`src/rtl/inst_loader_pkg.sv`:
```
// Shared types and widths for the instruction loader.
// States, word widths and default sizes.
package inst_loader_pkg;

  localparam int WORD_W       = 32;
  localparam int INST_W       = 32;
  localparam int LDR_SIZE     = 1024;
  localparam int LOADER_LEN_W = $clog2(LDR_SIZE + 1);

  typedef enum logic [1:0] {
    LDR_IDLE = 2'd0,
    LDR_RECV = 2'd1,
    LDR_FIN  = 2'd2
  } ldr_state_e;

endpackage

```
`src/rtl/inst_loader_byte_packer.sv`:
```
// Little-endian byte packer: collects 4 bytes into a word.
// clr_i drops partial state; push_i accepts byte_i; word_valid_o on 4th byte.
module inst_loader_byte_packer
  import inst_loader_pkg::*;
(
  input  logic              clk,
  input  logic              rst_n,
  input  logic              clr_i,
  input  logic              push_i,
  input  logic [7:0]        byte_i,
  output logic              word_valid_o,
  output logic [INST_W-1:0] word_o
);

  logic [1:0]  cnt_q, cnt_d;
  logic [23:0] asm_q, asm_d;

  // The 4th byte is never stored; it goes straight into the top lane.
  assign word_valid_o = push_i && (cnt_q == 2'd3);
  assign word_o       = {byte_i, asm_q};

  always_comb begin
    cnt_d = cnt_q;
    asm_d = asm_q;
    if (clr_i) begin
      cnt_d = '0;
      asm_d = '0;
    end else if (push_i) begin
      cnt_d = cnt_q + 2'd1;
      unique case (cnt_q)
        2'd0: asm_d[7:0]   = byte_i;
        2'd1: asm_d[15:8]  = byte_i;
        2'd2: asm_d[23:16] = byte_i;
        2'd3: asm_d        = asm_q;
      endcase
    end
  end

  always_ff @(posedge clk or negedge rst_n) begin
    if (!rst_n) begin
      cnt_q <= '0;
      asm_q <= '0;
    end else begin
      cnt_q <= cnt_d;
      asm_q <= asm_d;
    end
  end

endmodule

```
`src/rtl/inst_loader.sv`:
```
// Instruction memory loader: byte stream in, registered word writes out.
// Ports: start/len/abort control, byte valid/ready, mem write, busy/done/err.
module inst_loader
  import inst_loader_pkg::*;
#(
  parameter int SIZE  = LDR_SIZE,
  parameter int LEN_W = LOADER_LEN_W
) (
  input  logic              clk,
  input  logic              rst_n,
  input  logic              start,
  input  logic [LEN_W-1:0]  len,
  input  logic              abort,
  input  logic              byte_valid,
  input  logic [7:0]        byte_data,
  output logic              byte_ready,
  output logic              mem_we,
  output logic [WORD_W-1:0] mem_addr,
  output logic [INST_W-1:0] mem_wdata,
  output logic              busy,
  output logic              done,
  output logic              err
);

  ldr_state_e        state_q, state_d;
  logic [LEN_W-1:0]  len_q, len_d;
  logic [LEN_W-1:0]  idx_q, idx_d;
  logic [LEN_W-1:0]  idx_inc;
  logic              eflag_q, eflag_d;
  logic              we_q, we_d;
  logic [WORD_W-1:0] addr_q, addr_d;
  logic [INST_W-1:0] wdata_q, wdata_d;
  logic              done_q, done_d;
  logic              err_q, err_d;

  logic              pk_clr;
  logic              pk_push;
  logic              pk_wv;
  logic [INST_W-1:0] pk_word;

  assign byte_ready = (state_q == LDR_RECV);
  assign busy       = (state_q != LDR_IDLE);
  assign pk_push    = byte_valid && byte_ready;
  assign idx_inc    = idx_q + LEN_W'(1);

  assign mem_we    = we_q;
  assign mem_addr  = addr_q;
  assign mem_wdata = wdata_q;
  assign done      = done_q;
  assign err       = err_q;

  inst_loader_byte_packer u_packer (
    .clk          (clk),
    .rst_n        (rst_n),
    .clr_i        (pk_clr),
    .push_i       (pk_push),
    .byte_i       (byte_data),
    .word_valid_o (pk_wv),
    .word_o       (pk_word)
  );

  always_comb begin
    state_d = state_q;
    len_d   = len_q;
    idx_d   = idx_q;
    eflag_d = eflag_q;
    we_d    = 1'b0;
    addr_d  = addr_q;
    wdata_d = wdata_q;
    done_d  = 1'b0;
    err_d   = 1'b0;
    pk_clr  = 1'b0;
    unique case (state_q)
      LDR_IDLE: begin
        if (start) begin
          pk_clr = 1'b1;
          idx_d  = '0;
          unique case (1'b1)
            (len == '0): begin
              state_d = LDR_FIN;
            end
            ({1'b0, len} > (LEN_W+1)'(SIZE)): begin
              state_d = LDR_FIN;
              eflag_d = 1'b1;
            end
            default: begin
              len_d   = len;
              state_d = LDR_RECV;
            end
          endcase
        end
      end
      LDR_RECV: begin
        // Abort beats a completing word on the same edge.
        if (abort) begin
          pk_clr  = 1'b1;
          state_d = LDR_IDLE;
        end else if (pk_wv) begin
          we_d    = 1'b1;
          wdata_d = pk_word;
          addr_d  = WORD_W'({idx_q, 2'b00});
          idx_d   = idx_inc;
          if (idx_inc == len_q) state_d = LDR_FIN;
        end
      end
      LDR_FIN: begin
        done_d  = 1'b1;
        err_d   = eflag_q;
        eflag_d = 1'b0;
        state_d = LDR_IDLE;
      end
      default: state_d = LDR_IDLE;
    endcase
  end

  always_ff @(posedge clk or negedge rst_n) begin
    if (!rst_n) begin
      state_q <= LDR_IDLE;
      len_q   <= '0;
      idx_q   <= '0;
      eflag_q <= 1'b0;
      we_q    <= 1'b0;
      addr_q  <= '0;
      wdata_q <= '0;
      done_q  <= 1'b0;
      err_q   <= 1'b0;
    end else begin
      state_q <= state_d;
      len_q   <= len_d;
      idx_q   <= idx_d;
      eflag_q <= eflag_d;
      we_q    <= we_d;
      addr_q  <= addr_d;
      wdata_q <= wdata_d;
      done_q  <= done_d;
      err_q   <= err_d;
    end
  end

endmodule

```
`config.mk`:
```
export PLATFORM = sky130hd
export DESIGN_NAME = inst_loader
export DESIGN_NICKNAME = d
export VERILOG_FILES = /design/src/rtl/inst_loader_pkg.sv /design/src/rtl/inst_loader_byte_packer.sv /design/src/rtl/inst_loader.sv
export SDC_FILE = /design/constraint.sdc
export NUM_CORES = 1
export LEC_CHECK = 0
export BUFFER_PORTS_ARGS = -buffer_cell sky130_fd_sc_hd__buf_4
export CAP_MARGIN = 20
export CORE_MARGIN = 5
export CORE_UTILIZATION = 55
export CTS_CLUSTER_DIAMETER = 50
export DETAILED_ROUTE_END_ITERATION = 16
export PLACE_DENSITY = 0.87
export SLEW_MARGIN = 20
export SYNTH_ARGS = -nofsm -noshare
export SYNTH_HDL_FRONTEND = slang
export SYNTH_SLANG_ARGS = --single-unit
```
`constraint.sdc`:
```
create_clock -name clk -period 2.7 [get_ports clk]
set_input_delay 0.135 -clock clk [delete_from_list [all_inputs] [get_ports clk]]
set_output_delay 0.135 -clock clk [all_outputs]
set_load 0.01 [all_outputs]
```
## Word-level counts from Yosys, hierarchy flattened

Cells that the tools add are included.

| word-level totals | value |
|---|---|
| bits in registers | 97 |
| output and inout port bits | 69 |
| word-level logic and storage cells | 79 |

| cells by class | value |
|---|---|
| add/subtract/negate cells | 2 |
| bitwise gates (word level) | 2 |
| reduce and logical (&&, ||, !) cells | 21 |
| magnitude comparators | 1 |
| multiplexer cells | 28 |
| equality and inequality tests | 12 |

Operators by type and width:

| cell | number |
|---|---|
| 2-to-1 mux 24 bit | 2 |
| 2-to-1 mux 11 bit | 3 |
| 2-to-1 mux 8 bit | 3 |
| one-hot mux 11 bit (2 select lines) | 1 |
| 2-to-1 mux 2 bit | 7 |
| nonzero test 2 bit | 7 |
| AND reduction 3 bit | 4 |
| adder 11 x 1 -> 11 bit, second input constant | 1 |
| == test 11 bit | 1 |
| greater-than comparator 11 bit, second input constant | 1 |
| logical NOT 11 bit | 1 |
| 2-to-1 mux 1 bit | 9 |
| == test 2 bit, second input constant | 3 |
| inequality test 2 bit, second input constant | 3 |
| inequality test 3 x 2 -> 1 bit, second input constant | 2 |
| AND reduction 2 bit | 3 |
| == test 2 x 1 -> 1 bit, second input constant | 2 |
| logical NOT 2 bit | 2 |
| one-hot mux 1 bit (2 select lines) | 2 |
| one-hot mux 2 bit (2 select lines) | 1 |
| AND reduction 4 bit | 1 |
| adder 2 x 1 -> 2 bit, second input constant | 1 |
| logical AND 1 bit | 2 |
| inequality test 2 x 1 -> 1 bit, second input constant | 1 |
| 2 further kinds | 3 |

## Depth between registers and ports, before layout

Gate-level depths: netlist of run 1.

| logic depth | value |
|---|---|
| depth after elaboration | 6 |
| gate-level depth with buffers | 9 |
| depth with buffers taken out | 7 |

## Hierarchy

Synthesis of run 1 repeated with hierarchy kept, for this count alone.

| unflattened totals | value |
|---|---|
| cell total of the unflattened synthesis | 480 |
| area, all modules | 4704.5 µm² |

By module, submodules not included:

| module | times used | cells each | seq. area each (µm²) | area an instance (µm²) |
|---|---|---|---|---|
| inst_loader | 1 | 370 | 1776.7 | 3402.0 |
| inst_loader_byte_packer | 1 | 110 | 650.6 | 1302.5 |

## Worst setup path before layout of run 1

OpenSTA, ideal clock, no wires.

| path | value |
|---|---|
| path type | register to register |
| start | reg idx_q[0] |
| end | reg state_q[0] |
| path buffers | 1 |
| path slack | 510 ps |
| period minus slack after synthesis | 2190 ps |
| setup time | 120 ps |
| stages on the path, launching flop included | 9 |
| arrival | 2071 ps |
| data required time | 2580 ps |
| cell sequence | dfrtp_1 -> ha_1 -> buf_2 -> nand3_1 -> nor4_2 -> xor2_1 -> a2111oi_2 -> o2111ai_1 -> a31o_1 |

| on the way | value |
|---|---|
| cells in the longest elaborated chain, start to end | 4 |

RTL lines:

| what | RTL line | source |
|---|---|---|
| from (decl) | inst_loader.sv:27 | `logic [LEN_W-1:0] idx_q, idx_d;` |
| from (signal assigned) | inst_loader.sv:130 | `idx_q <= idx_d;` |
| adder 11 x 1 -> 11 bit | inst_loader.sv:44 | `assign idx_inc = idx_q + LEN_W'(1);` |
| == test 11 bit | inst_loader.sv:103 | `if (idx_inc == len_q) state_d = LDR_FIN;` |
| inequality test 3 x 2 -> 1 bit (no line) | n/a |  |
| AND reduction 3 bit (no line) | n/a |  |
| to (signal assigned) | inst_loader.sv:128 | `state_q <= state_d;` |
| to (decl) | inst_loader.sv:25 | `ldr_state_e state_q, state_d;` |

No other way between the ends.
A chain may end at the register's enable or synchronous reset.

## Worst setup path in the final report of run 1

Same ends and word-level chain as after synthesis.

==> impl_metrics.tcl, run 1 <==
set metrics [dict create \
    nNetsFinal 587 \
    clock_sinks 97 \
    area_growth_pct 16.1 \
    die_area_mm2 0.0101 \
    outcome "completed" \
    htreeDepth 3 \
    grt_usage 0.205 \
    core_area_mm2 0.00809 \
    numCtsBuffers 9 \
    r2r_slack_ns 0.15 \
    crit_fanout 9 \
    fmax_ghz 0.393 \
    dr.pass1.iters 5 \
    yosysWarnings 0 \
    min_to "mem_wdata[28]" \
    dp_hpwl_um 7210 \
    async_flop_share 1.00 \
    period_needed_ns 2.55 \
    pre_cts_slack_ns 0.166 \
    drt_iter0_drc 328 \
    relSlewSlack 0.504 \
    synth-edff-count 0 \
    rr_endpoint "state_q[0]" \
    p_leak_nw 2.70 \
    grt_pass1_vias 3370 \
    antenna_cells 0 \
    cp-start-kind "flop" \
    crit_type "reg2reg" \
    drc 0 \
    fp.dieH_um 101 \
    yosysSeqAreaShare 0.538 \
    die_x_um 101 \
    hold_path.class "in2reg" \
    maxCapViolCount 0 \
    synth_top_area_share 0.538 \
    clk_pin_slew_ns 0.09 \
    routed_wl_um 10100 \
    hold_viol 0 \
    io_buffers 71 \
    post_synth.cell_area_avg_um2 9.14 \
    post-route-period-util 0.943 \
    place.gp.congestion 0.873 \
    detail-route-antenna-nets 0 \
    clock_latency_ns 0.36 \
    hold_path.startpoint "byte_data[4]" \
    viasPerCell 5.36 \
    netlist_instances 494 \
    num_io_pins 93 \
    finClkSkew_ns 0.0113 \
    synth-main-ff-cell "dfrtp_1" \
    timing.rr.start "idx_q[0]" \
    grt_overflow_total 0 \
    yosys.area.top_type "dfrtp_1" \
    setup_viol 0 \
    crit_required_ns 2.95 \
    tightestPinTransition_ns 0.744 \
    num_vias 3574 \
    rows 33 \
    whs_path_depth 3 \
    cp-end-kind "flop" \
    cts_setup_buffers 0 \
    synthTopCellsByArea "dfrtp_1, nand2_1, buf_4" \
    avgRoutedWirePerCell_um 15.1 \
    synth_cell_types 49 \
    syn_area_mm2 0.00452 \
    cts_tree "built" \
    cp.arrival_ns 2.80 \
    vdd_ir_drop_max_uv 433 \
    synth_seq_cells 97 \
    grt_max_degree 59 \
    grt_pass1_wl_um 16500 \
    slew_violations 0 \
    drive_above_1_share 0.206 \
    start_util 0.558 \
    r2r_cells 7 \
    antenna_found_initial 0 \
    power.density_mw_per_mm2 534 \
    setup_slack_ns 0.153 \
    clock_path_buffers 2 \
    cts_root_buffer "clkbuf_8" \
    fin_setup_tns_ns 0 \
]
## flip-flops by register name (all words and copies together), names as in the netlist, 2 cells and up
name            count
idx_q              11
len_q              11
mem_addr           11
mem_wdata          32
state_q             2
u_packer.asm_q     24
u_packer.cnt_q      2
## layout by cell type (no fill, tap or decap), types with 8 or more instances in the layout
master	count
clkbuf_8	9
mux2_2	11
nor2_1	12
nand3_1	8
inv_1	8
a21oi_1	28
conb_1	21
nand2_1	186
dfrtp_1	97
xor2_1	8
o21ai_0	21
buf_4	76
## worst max-delay path by stage
stage / start / to / slack, ns / cells past startpoint
after floorplan: idx_q[0] / state_q[0] / 0.51 / 8
after global placement: idx_q[0] / state_q[0] / 0.36 / 7
after detailed placement: idx_q[0] / state_q[0] / 0.17 / 7
after CTS: idx_q[0] / state_q[0] / 0.15 / 7
after global routing: idx_q[0] / state_q[0] / -0.004 / 7
final: idx_q[0] / state_q[0] / 0.15 / 7
## routing by layer
metal | share of wire | vias up | track usage
met5 | 0 | - | 0
met4 | 0.020 | 0 | 0.0746
met3 | 0.061 | 15 | 0.0415
met2 | 0.48 | 120 | 0.308
met1 | 0.44 | 1739 | 0.294
li1 | - | 1700 | -
## what timing repair did
action,in CTS,in global routing
endpoints found under the setup margin,0,2
hold buffers,2,0
endpoints found under the hold margin,58,0
resized for setup,0,1
## kinds of logic (layout without fill, tap and decap cells)
kind of cell / count (synthesis) / after routing / synth area share
compound gates: 72 / 72 / 0.0962
flops: 97 / 97 / 0.538
simple gates: 241 / 241 / 0.231
xor+xnor: 13 / 13 / 0.0252
buf+inv: 54 / 102 / 0.0682
mux: 11 / 11 / 0.0274
fa+ha+maj: 5 / 5 / 0.0139
other cells: 1 / 21 / 0.000830
## where the power goes
group	internal (W)	switching [W]
logic	0.000156	0.000192
clock network	0.000341	0.000512
registers	0.00153	0.0000737
## area by class of cell
type / instances / area [um2]
Tap cell: 105 / 131
Inverter: 8 / 30.0
Clock inverter: 6 / 50.0
Timing Repair Buffer: 79 / 611
Clock buffer: 9 / 124
Sequential cell: 97 / 2430
Fill cell: 665 / 2850
Multi-Input combinational cell: 363 / 1870
## per-stage QoR
step           utilization  instance area (um2)  hold WS, ns  std cells  total power (W)
2_1_floorplan            -                 4590       -0.161        514          0.00185
3_3_place_gp         0.623                 5040        0.238        650          0.00196
3_5_place_dp         0.623                 5040        0.242        650          0.00197
4_1_cts              0.647                 5240      0.00315        667          0.00281
5_1_grt              0.648                 5240     0.000546        667          0.00293
6_report             0.648                 5240       0.0139        667          0.00280
## Yosys cell counts (3+ instances only)
master	instances
dfrtp_1	97
buf_2	9
buf_1	4
buf_4	22
and3_2	3
and2_1	3
xor2_1	8
nor2b_1	4
mux2_2	11
ha_1	5
o31ai_1	4
a21oi_1	29
nand2_1	187
nor4_1	3
nor3b_1	3
a31oi_1	3
clkbuf_1	10
o21ai_0	21
xnor2_1	5
nor2_1	12
inv_1	8
nand3_1	8
## worst max-delay path: stages (launching register included)
cell and delay, ns:
dfrtp_1 0.49, ha_1 0.37, nand3_1 0.21, nor4_4 0.36, xor2_1 0.14, a2111oi_2 0.39
o2111ai_1 0.22, a31o_1 0.26
Power figures use the tool's default switching activity.
==> inputs of run 2 (changes only) <==
GPL_ROUTABILITY_DRIVEN = 0   (was default)
HOLD_SLACK_MARGIN = 0.1   (was default)
==> run 2 against run 1 <==
Via count is 3.2% higher. Core utilization rose by 2.2 points. Power grew 0.50%. Setup slack better by 0.022 ns. Flip-flop and latch count unchanged. Non-clock buffer count up 19. First-iteration DRC count increased by 28%. Clock power shrank 1%. Maximum frequency is 0.88% higher. Cell area rose by 3.4%. Global-route usage increased by 0.46 points. Sequential power is essentially flat. Critical endpoint unchanged.
==> impl_metrics.tcl, run 2 (same netlist as run 1, synthesis figures left out) <==
set metrics [dict create \
    outcome "completed" \
    cp-start-kind "flop" \
    switching_share 0.275 \
    grt_overflow_total 0 \
    crit_fanout 9 \
    grt_max_degree 59 \
    whs_path_depth 5 \
    setup_slack_ns 0.175 \
    hold_viol 0 \
    crit_type "reg2reg" \
    largest_reg_flops 32 \
    numCtsBuffers 9 \
    start_util 0.558 \
    avgRoutedWirePerCell_um 14.8 \
    r2r_slack_ns 0.18 \
    grt_setup_unrepaired "no" \
    place_inst 650 \
    multiInputGateArea_mm2 0.00187 \
    seq_area_mm2 0.00243 \
    power.density_mw_per_mm2 519 \
    clock_latency_ns 0.35 \
    final_cell_count_no_fill 686 \
    crit_chain "ha_2, nand3_1, nor4_4, xor2_1, a2111oi_2, o2111ai_1, a31o_1" \
    drc 0 \
    slowest_stage "dfrtp_1" \
    final_cell_mix "nand2_1, dfrtp_1, buf_4, a21oi_1" \
    hold_path.class "in2reg" \
    cp.arrival_ns 2.77 \
    combPwrFrac 0.131 \
    cp-end-kind "flop" \
    die_area_mm2 0.0101 \
    grt_usage 0.209 \
    dr.pass1.iters 6 \
    pre_cts_slack_ns 0.123 \
    nNetsFinal 606 \
    path_buf_inv 0 \
    fp.dieH_um 101 \
    slew_violations 0 \
    grt_pass1_wl_um 17100 \
    crit_required_ns 2.94 \
    clkPwrFrac 0.299 \
    maxCapViolCount 0 \
    power_switching_w 0.000774 \
    cts_tree "built" \
    relSlewSlack 0.566 \
    crit_family "compound AO/OA/AOI/OAI gates" \
    area_growth_pct 20.1 \
    p_leak_nw 2.77 \
    die_x_um 101 \
    io_buffers 71 \
    drive_above_1_share 0.201 \
    antenna_cells 0 \
    drt_iter0_drc 419 \
    num_io_pins 93 \
    rows 33 \
    dp_hpwl_um 7170 \
    p_seq_frac 0.570 \
    clock_path_buffers 2 \
    internal_power_w 0.00204 \
    cts_root_buffer "clkbuf_8" \
    fillers 636 \
    post-route-period-util 0.935 \
    htreeDepth 3 \
    antenna_found_initial 0 \
    period_needed_ns 2.52 \
    clock_sinks 97 \
    power_w 0.00281 \
    num_vias 3690 \
    rr_endpoint "state_q[0]" \
    routed_wl_um 10200 \
    min_to "state_q[1]" \
    final_common_cell "nand2_1" \
    finClkSkew_ns 0.00750 \
    timing.rr.start "idx_q[0]" \
    fmax_ghz 0.396 \
    hold_path.startpoint "start" \
    core_area_mm2 0.00809 \
    vdd_ir_drop_max_uv 295 \
    tightestPinTransition_ns 0.652 \
    detail-route-antenna-nets 0 \
    fin_setup_tns_ns 0 \
    viasPerCell 5.38 \
    r2r_cells 7 \
    clk_pin_slew_ns 0.09 \
    grt_pass1_vias 3544 \
    setup_viol 0 \
    slowest_delay_ns 0.48 \
]
==> run 2: changes by cell type in the layout (fill, tap and decap cells not counted) <==
| cell | delta |
|---|---|
| buf_4 | +1 |
| buf_12 | -1 |
| ha_1 | -1 |
| ha_2 | +1 |
| dlygate4sd3_1 | +19 |
==> run 2: worst reg2reg max path: stages, from the launching register on <==
cell and delay (ns):
dfrtp_1 0.48, ha_2 0.32, nand3_1 0.19, nor4_4 0.35, xor2_1 0.14, a2111oi_2 0.42, o2111ai_1 0.25, a31o_1 0.27
==> run 2: power groups by stage <==
| stage | sequential [W] | clock [W] | combinational [W] |
|---|---|---|---|
| after floorplan | 0.00160 | 0 | 0.000243 |
| after global placement | 0.00162 | 0 | 0.000329 |
| after detailed placement | 0.00163 | 0 | 0.000341 |
| after CTS | 0.00160 | 0.000859 | 0.000367 |
| after global routing | 0.00161 | 0.000918 | 0.000410 |
| final | 0.00160 | 0.000841 | 0.000369 |
==> run 2: layout make-up <==
cell class | instances | area share
Clock buffer | 9 | 0.0228
Clock inverter | 6 | 0.00923
Inverter | 8 | 0.00554
Multi-Input combinational cell | 363 | 0.345
Sequential cell | 97 | 0.448
Tap cell | 105 | 0.0242
Timing Repair Buffer | 98 | 0.145
==> run 2: repair_timing <==
| action | CTS | global route |
|---|---|---|
| hold buffers | 21 | 0 |
| setup endpoints to repair | 0 | 2 |
| resized for setup | 0 | 2 |
| setup buffers | 0 | 0 |
| endpoints found under the hold margin | 95 | 0 |
==> run 2: how the worst max path moves through the flow <==
stage | from | end | slack (ns) | depth (start not counted)
4_1_cts | idx_q[0] | state_q[0] | 0.11 | 7
5_1_grt | idx_q[0] | state_q[0] | 0.05 | 7
6_report | idx_q[0] | state_q[0] | 0.18 | 7
3_3_place_gp | idx_q[0] | state_q[0] | 0.36 | 7
2_1_floorplan | idx_q[0] | state_q[0] | 0.51 | 8
3_5_place_dp | idx_q[0] | state_q[0] | 0.12 | 7
==> run 2: per-stage QoR <==
step / area [um2] / hold slack (ns) / utilization
floorplan: 4590 / -0.161 / -
global placement: 5030 / 0.192 / 0.621
detailed placement: 5030 / 0.199 / 0.621
CTS: 5410 / 0.253 / 0.669
global route: 5420 / 0.283 / 0.670
finish: 5420 / 0.265 / 0.670
==> run 2: metal layers <==
metal	up-vias	part of all wire	track usage
met5	-	0	0
met4	0	0.018	0.0788
met3	22	0.066	0.0311
met2	156	0.48	0.320
met1	1765	0.44	0.303
li1	1747	-	-
